File: src/rtl/seg2421_pkg.sv
// Shared constants for the 2421-code display path: segment patterns, code points and a
// validity check for incoming 2421 digits.
package seg2421_pkg;

   // Segment patterns, bit order {g,f,e,d,c,b,a}, active-high
   localparam logic [6:0] SEG_0     = 7'h3F;
   localparam logic [6:0] SEG_1     = 7'h06;
   localparam logic [6:0] SEG_2     = 7'h5B;
   localparam logic [6:0] SEG_3     = 7'h4F;
   localparam logic [6:0] SEG_4     = 7'h66;
   localparam logic [6:0] SEG_5     = 7'h6D;
   localparam logic [6:0] SEG_6     = 7'h7D;
   localparam logic [6:0] SEG_7     = 7'h07;
   localparam logic [6:0] SEG_8     = 7'h7F;
   localparam logic [6:0] SEG_9     = 7'h6F;
   localparam logic [6:0] SEG_E     = 7'h79;
   localparam logic [6:0] SEG_BLANK = 7'h00;

   localparam logic [3:0] C2421_0 = 4'b0000;
   localparam logic [3:0] C2421_1 = 4'b0001;
   localparam logic [3:0] C2421_2 = 4'b0010;
   localparam logic [3:0] C2421_3 = 4'b0011;
   localparam logic [3:0] C2421_4 = 4'b0100;
   localparam logic [3:0] C2421_5 = 4'b1011;
   localparam logic [3:0] C2421_6 = 4'b1100;
   localparam logic [3:0] C2421_7 = 4'b1101;
   localparam logic [3:0] C2421_8 = 4'b1110;
   localparam logic [3:0] C2421_9 = 4'b1111;

   function automatic logic valid_2421(input logic [3:0] code);
      logic ok;
      case (code)
         C2421_0, C2421_1, C2421_2, C2421_3, C2421_4,
         C2421_5, C2421_6, C2421_7, C2421_8, C2421_9: ok = 1'b1;
         default:                                     ok = 1'b0;
      endcase
      return ok;
   endfunction

endpackage

File: src/rtl/seg7_dec_2421.sv
// Combinational 2421-digit to 7-segment decoder; unloaded positions are blanked and
// invalid codes show 'E'.
module seg7_dec_2421
   import seg2421_pkg::*;
(
   input  logic [3:0] code,
   input  logic       loaded,
   output logic [6:0] seg
);

   always_comb begin
      seg = SEG_BLANK;
      if (loaded) begin
         case (code)
            C2421_0: seg = SEG_0;
            C2421_1: seg = SEG_1;
            C2421_2: seg = SEG_2;
            C2421_3: seg = SEG_3;
            C2421_4: seg = SEG_4;
            C2421_5: seg = SEG_5;
            C2421_6: seg = SEG_6;
            C2421_7: seg = SEG_7;
            C2421_8: seg = SEG_8;
            C2421_9: seg = SEG_9;
            default: seg = SEG_E;
         endcase
      end
   end

endmodule

File: src/rtl/seg_scan_2421.sv
// Captures a stream of 2421 digits into a shift register and time-multiplexes them onto a
// common-anode 7-segment display with registered segment and anode outputs.
module seg_scan_2421
   import seg2421_pkg::*;
#(
   parameter int unsigned DIGITS   = 4,
   parameter int unsigned SCAN_DIV = 1000
) (
   input  logic              clk,
   input  logic              rst,
   input  logic              in_valid,
   input  logic [3:0]        in_code,
   input  logic              clear,
   output logic [6:0]        seg,
   output logic [DIGITS-1:0] an,
   output logic              err
);

   localparam int unsigned IW = $clog2(DIGITS);
   localparam int unsigned DW = $clog2(SCAN_DIV);
   localparam logic [DIGITS-1:0] AN_ONE = {{(DIGITS-1){1'b0}}, 1'b1};

   logic [DIGITS-1:0][3:0] digit_q;
   logic [DIGITS-1:0]      loaded_q;
   logic                   err_q;
   logic [DW-1:0]          div_q, div_d;
   logic [IW-1:0]          idx_q, idx_d;
   logic [6:0]             seg_q, seg_d;
   logic [DIGITS-1:0]      an_q, an_d;

   // Capture path; clear wins over a same-cycle sample
   always_ff @(posedge clk or posedge rst) begin
      if (rst) begin
         digit_q  <= '0;
         loaded_q <= '0;
         err_q    <= 1'b0;
      end else if (clear) begin
         digit_q  <= '0;
         loaded_q <= '0;
         err_q    <= 1'b0;
      end else if (in_valid) begin
         digit_q  <= {digit_q[DIGITS-2:0], in_code};
         loaded_q <= {loaded_q[DIGITS-2:0], 1'b1};
         if (!valid_2421(in_code)) begin
            err_q <= 1'b1;
         end
      end
   end

   seg7_dec_2421 u_dec (
      .code   (digit_q[idx_q]),
      .loaded (loaded_q[idx_q]),
      .seg    (seg_d)
   );

   always_comb begin
      div_d = div_q + DW'(1);
      idx_d = idx_q;
      an_d  = ~(AN_ONE << idx_q);
      if (div_q == DW'(SCAN_DIV - 1)) begin
         div_d = '0;
         idx_d = (idx_q == IW'(DIGITS - 1)) ? '0 : idx_q + IW'(1);
      end
   end

   always_ff @(posedge clk or posedge rst) begin
      if (rst) begin
         div_q <= '0;
         idx_q <= '0;
         seg_q <= SEG_BLANK;
         an_q  <= '1;
      end else begin
         div_q <= div_d;
         idx_q <= idx_d;
         seg_q <= seg_d;
         an_q  <= an_d;
      end
   end

   assign seg = seg_q;
   assign an  = an_q;
   assign err = err_q;

endmodule

File: config.mk
export PLATFORM = sky130hd
export DESIGN_NAME = seg_scan_2421
export DESIGN_NICKNAME = d
export VERILOG_FILES = /design/src/rtl/seg2421_pkg.sv /design/src/rtl/seg7_dec_2421.sv /design/src/rtl/seg_scan_2421.sv
export SDC_FILE = /design/constraint.sdc
export NUM_CORES = 1
export LEC_CHECK = 0
export ABC_AREA = 1
export BUFFER_PORTS_ARGS = -buffer_cell sky130_fd_sc_hd__buf_2
export CAP_MARGIN = 30
export CORE_MARGIN = 8
export CORE_UTILIZATION = 58
export CTS_CLUSTER_DIAMETER = 120
export DETAILED_ROUTE_END_ITERATION = 10
export PLACE_DENSITY_LB_ADDON = 0.12
export SYNTH_ARGS = -nofsm -noshare
export SYNTH_HDL_FRONTEND = slang
export SYNTH_SLANG_ARGS = --single-unit
File: constraint.sdc
create_clock -name clk -period 2.3 [get_ports clk]
set_clock_uncertainty 0.1 [all_clocks]
set_input_delay 0.46 -clock clk [delete_from_list [all_inputs] [get_ports clk]]
set_output_delay 0.46 -clock clk [all_outputs]
set_load 0.03 [all_outputs]
; Word level (Yosys, flattened, before mapping)
; Memories as Yosys holds them, arrays and structs flattened.
; Cells that the tools add are included.
; Widths: inputs -> output; s select.
[word_totals]
ff_bits = 44
in_bits = 8
n_memories = 2
rom_bits = 128
out_inout_bits = 12
[mem_list]
columns = name, words, word_bits, rd, rd_clocked_by_memory_dff, write_ports, line
row1 = (name not given), 16, 7, 1, 0, 0, seg7_dec_2421.sv:14  ; case (code)
row2 = (name not given), 16, 1, 1, 0, 0, seg2421_pkg.sv:32  ; case (code)
[op_classes]
n_addsub = 2
n_bitwise = 1
eq_ne = 3
order_cmp = 1
reduce_logical = 2
n_shift = 1
muxes = 16
[ops]
columns = operator, n
row1 = $mux 16, 2
row2 = $mux 4, 3
row3 = $add 10x1->10 const B, 1
row4 = $eq 10x10->1 const B, 1
row5 = $mux 10, 1
row6 = $bmux 4 s2, 1
row7 = $mux 7, 1
row8 = $mux 1, 6
row9 = $not 4->4, 1
row10 = $shl 1x2->4 const A, 1
row11 = $lt 2x3->1 const B, 1
row12 = $add 2x1->2 const B, 1
row13 = $bmux 1 s2, 1
row14 = $eq 2x2->1 const B, 1
row15 = $mux 2, 1
row16 = $ne 2x2->1 const B, 1
row17 = $reduce_and 2->1, 1
row18 = $reduce_bool 2->1, 1

; Depth between registers and ports, before layout
; An unclocked memory read counts as a cell.
[depth]
word_depth = 6
ltp_mapped = 10

; Hierarchy
; From an unflattened synthesis, not the netlist that was laid out.
[unflattened]
hier_cells = 251
hier_area_um2 = 2094.5
[modules_own_cells]
columns = mod, cells_each, n_inst, area_each_um2, seq_area_each_um2
row1 = seg_scan_2421, 216, 1, 1951.9, 1106.1
row2 = seg7_dec_2421, 35, 1, 142.6, 0.0

; Worst setup path after synthesis
; OpenSTA, ideal clock, no wires.
[synth_timing]
path_kind = register -> register
startpoint = reg div_q[0]
endpoint = reg div_q[0]
setup_slack_ns = 0.857
setup_ns = 0.063
stages_incl_launch_ff = 8
t_arrival_ns = 1.280
cell_sequence = dfrtp_1 > ha_1 > nand2_1 > inv_1 > nand3_1 > inv_1 > or2_2 > inv_1
[synth_via]
elab_chain_cells = 2
elab_cells_between_ends = 3
cone_classes = add/sub: 1 / eq/ne: 1 / mux: 1
[synth_rtl]
columns = element, line
row1 = start: declaration, seg_scan_2421.sv:26  ; logic [DW-1:0] div_q, div_d;
row2 = start signal: assignment, seg_scan_2421.sv:73  ; div_q <= div_d;
row3 = $add 10x1->10 / $eq 10x10->1 (equally long branches), "seg_scan_2421.sv:57, seg_scan_2421.sv:60"
row4 = $mux 10 (*), seg_scan_2421.sv:60  ; if (div_q == DW'(SCAN_DIV - 1)) begin
row5 = net div_d[0], seg_scan_2421.sv:26
; Mark *: on every way through the listed nets, which the timed path passes. The rest lies on a longest branch.
; A chain may end at the register's enable or synchronous reset.

; Worst setup path in the final report
[layout_timing]
startpoint = reg idx_q[0]
endpoint = reg seg_q[4], in the netlist seg[4]
[layout_via]
elab_chain_cells = 4
elab_cells_between_ends = 6
cone_classes = mux: 5 / memory: 1
[layout_rtl]
columns = element, line
row1 = start: declaration, seg_scan_2421.sv:27  ; logic [IW-1:0] idx_q, idx_d;
row2 = start signal: assignment, seg_scan_2421.sv:74  ; idx_q <= idx_d;
row3 = $bmux 4 s2, seg_scan_2421.sv:51  ; .code (digit_q[idx_q]),
row4 = $mux 4 (not written as such), seg_scan_2421.sv:51
row5 = $mem_v2 16x7, --
row6 = $mux 7 (*), seg7_dec_2421.sv:13  ; if (loaded) begin
row7 = net seg_d[4], seg_scan_2421.sv:28  ; logic [6:0] seg_q, seg_d;
row8 = end signal: assignment, seg_scan_2421.sv:75  ; seg_q <= seg_d;
row9 = end: declaration, seg_scan_2421.sv:28
; Mark *: on every way through the listed nets, which the timed path passes. The rest lies on a longest branch. The select of a mux whose other input is x is not followed.

==> impl_metrics.toml <==
[sta]
finalSetupTns_ns = 0
rsz0062_at_grt = "false"
finalCritPeriodShare_pct = 79.78
layout_min_cycle_time_ns = 1.835
setup_viol = 0
tightest_slew_ns = 0.5221
drv_slew = 0
finalHoldViolCount = 0
fin_ws_ns = 0.4652
relSlewSlack_pct = 65.19
max_freq_mhz = 545.0

[synthesis]
ys_types = 29
ys_seq_area_share_pct = 52.22
synth.cell_area_um2 = 2118
syn_nets = 267
synth_warnings = 0
syn_area_per_cell_um2 = 8.340
syn-instance-count = 254
ys_seq_elements = 44

[power]
p_comb_share_pct = 10.9
power_density_nw_per_um2 = 559.3
power.share.clock_pct = 26.4
vdd_ir_drop_max_mv = 0.3676
intPower_uw = 956.5
swShare_pct = 25.35
p_sw_uw = 324.8
power_frac_seq_pct = 62.7
finalPower_mw = 1.281
p_leak_nw = 1.157

[global_route]
antenna_found_initial = 0
grt_max_degree = 45
track_usage_pct = 14.71
grt_overflow = 0
grt_pass1_wl_um = 7245
grt_pass1_vias = 1695

[die]
die_area_um2 = 5842
die_w_um = 76.44
rows = 22
start_util_pct = 59.20
num_io_pins = 20
coreArea_um2 = 3578
fp.dieH_um = 76.44

[routing]
drt_wl_total_um = 3915
first_pass_iters = 4
wl_per_cell_um = 12.08
drc = 0
viasPerCell = 5.188
vias = 1681
drt_iter0_markers = 144
ant_nets = 0

[placement]
pre_cts_ws_ns = 0.5152
globalplace.congestion = 0.8541
io_buffers = 19
post-dp-hpwl_um = 2902

[clock_network]
cts-root-buf = "clkbuf_4"
clock_path_buffers = 2
postCtsSetupRepairBufs = 0
path_clk_slew_ns = 0.12
numCtsBuffers = 5
cts_max_level = 2
clk_latency_ns = 0.35
clock_sinks = 44
cts_tree = "built"
cts_hold_buffers = 0
cts_resized = 0

[critical_path]
path_max_fanout = 16
critical_path_class = "flip-flop to flip-flop"
worst_setup_path_start_kind = "flip-flop"
end_kind = "flip-flop"
arrival_ns = 1.98
worst_ep_required_time_ns = 2.44

[final_layout]
syn_to_final_growth_pct = 8.151
num_antenna_cells = 0
num-fill-cells = 342
drive_gt1_share_pct = 15.58
nNetsFinal = 288

[status]
status = "finished clean"

[hold_path]
hold_path.class = "primary input to async pin"

[flow_run]
max-cap-violations = 0
cell usage after synthesis:
master | number | share of area [%]
o21ai_1 | 2 | 0.47
buf_6 | 1 | 0.53
nor3_1 | 3 | 0.71
nand2_4 | 1 | 0.53
o21ai_0 | 13 | 3.1
nor2_1 | 20 | 3.5
nand3_1 | 21 | 5.0
nor2_2 | 1 | 0.30
buf_2 | 4 | 0.95
a21oi_2 | 1 | 0.41
inv_1 | 34 | 6.0
dfrtp_1 | 40 | 47
buf_4 | 1 | 0.35
xnor2_1 | 1 | 0.41
inv_4 | 1 | 0.30
nand2_2 | 5 | 1.5
clkinv_1 | 1 | 0.18
nand3b_1 | 1 | 0.35
o211ai_1 | 1 | 0.35
nand3_2 | 3 | 1.4
a21oi_1 | 13 | 3.1
inv_2 | 1 | 0.18
o22ai_1 | 11 | 3.2
or2_2 | 1 | 0.30
ha_1 | 5 | 3.0
nand4_1 | 1 | 0.30
a31oi_1 | 2 | 0.59
dfstp_2 | 4 | 5.0
nand2_1 | 61 | 11
cell type report:
cell class / instances / area (µm²) / share of cell area [%]
Clock buffer: 8 / 48.80 / 2.130
Inverter: 37 / 141.4 / 6.172
Multi-Input combinational cell: 167 / 832.0 / 36.32
Sequential cell: 44 / 1106 / 48.28
Tap cell: 48 / 60.06 / 2.622
Timing Repair Buffer: 20 / 102.6 / 4.478
cell families (layout without fill, tap and decap cells):
family	after synthesis	in the layout	synth area share [%]
and+or+nand+nor	118	118	24.69
DFF	44	44	52.21
AOI/OAI and AO/OA	43	43	11.22
buffers and inverters	43	65	8.505
adders and majority gates	5	5	2.953
xor gates and xnor gates	1	1	0.4135
flip-flops by register name (all words and copies together) (netlist names):
signal and flops:
digit_q 16, an 4, idx_q 2, div_q 10, seg 7, err 1
loaded_q 4
routing by layer:
metal / share of wire (%) / GRT usage [%] / up-vias
met5: 0 / 0 / -
met2: 46 / 23.65 / 37
met4: 2.3 / 7.308 / 0
met1: 47 / 18.05 / 773
li1: - / - / 862
met3: 4.5 / 3.420 / 9
path summary, 6_finish.rpt:
check                      cells after the start      from  slack [ns]       end
max in group asynchronous                      3       rst        1.60     an[1]
min reg2reg                                    1  div_q[9]        0.40  div_q[9]
min in group clk                               2     clear        0.19       err
min                                            3       rst        0.13  div_q[5]
max                                            9  idx_q[0]        0.47    seg[4]
max reg2reg                                    9  idx_q[0]        0.47    seg[4]
power by group through the flow:
| stage | clock [mW] | sequential, mW | combinational [mW] |
|---|---|---|---|
| after floorplan | 0 | 0.842 | 0.0769 |
| after global placement | 0 | 0.819 | 0.140 |
| after detailed placement | 0 | 0.819 | 0.140 |
| after CTS | 0.355 | 0.804 | 0.141 |
| after global routing | 0.385 | 0.806 | 0.158 |
| final | 0.338 | 0.804 | 0.139 |
per-stage QoR:
step                      instance area (µm²)  utilization [%]  instances  hold slack, ns
after floorplan                          2118                -        254          0.3534
after global placement                   2242            62.66        316          0.3814
after detailed placement                 2242            62.66        316          0.3870
after CTS                                2291            64.02        324          0.1329
after global routing                     2291            64.02        324          0.1758
final                                    2291            64.02        324          0.1274
cells in the final DEF (no fill, tap or decap), drive strengths merged, types with 8 or more instances in the layout:
cell type | Yosys | final
o22ai | 11 | 11
nor2 | 21 | 21
clkbuf | 0 | 8
a21oi | 14 | 14
nand2 | 67 | 67
o21ai | 15 | 15
dfrtp | 40 | 40
buf | 6 | 20
nand3 | 24 | 24
inv | 36 | 36
worst max-delay path, stage by stage, from the launching register on:
cell     delay, ns
dfrtp_1       0.66
inv_2         0.21
nand2_1       0.13
nand3_1       0.07
nand2_1       0.22
nand2_2       0.10
nand2_1       0.08
nand3_1       0.06
nand2_1       0.06
inv_1         0.03
Power figures use the tool's default switching activity.
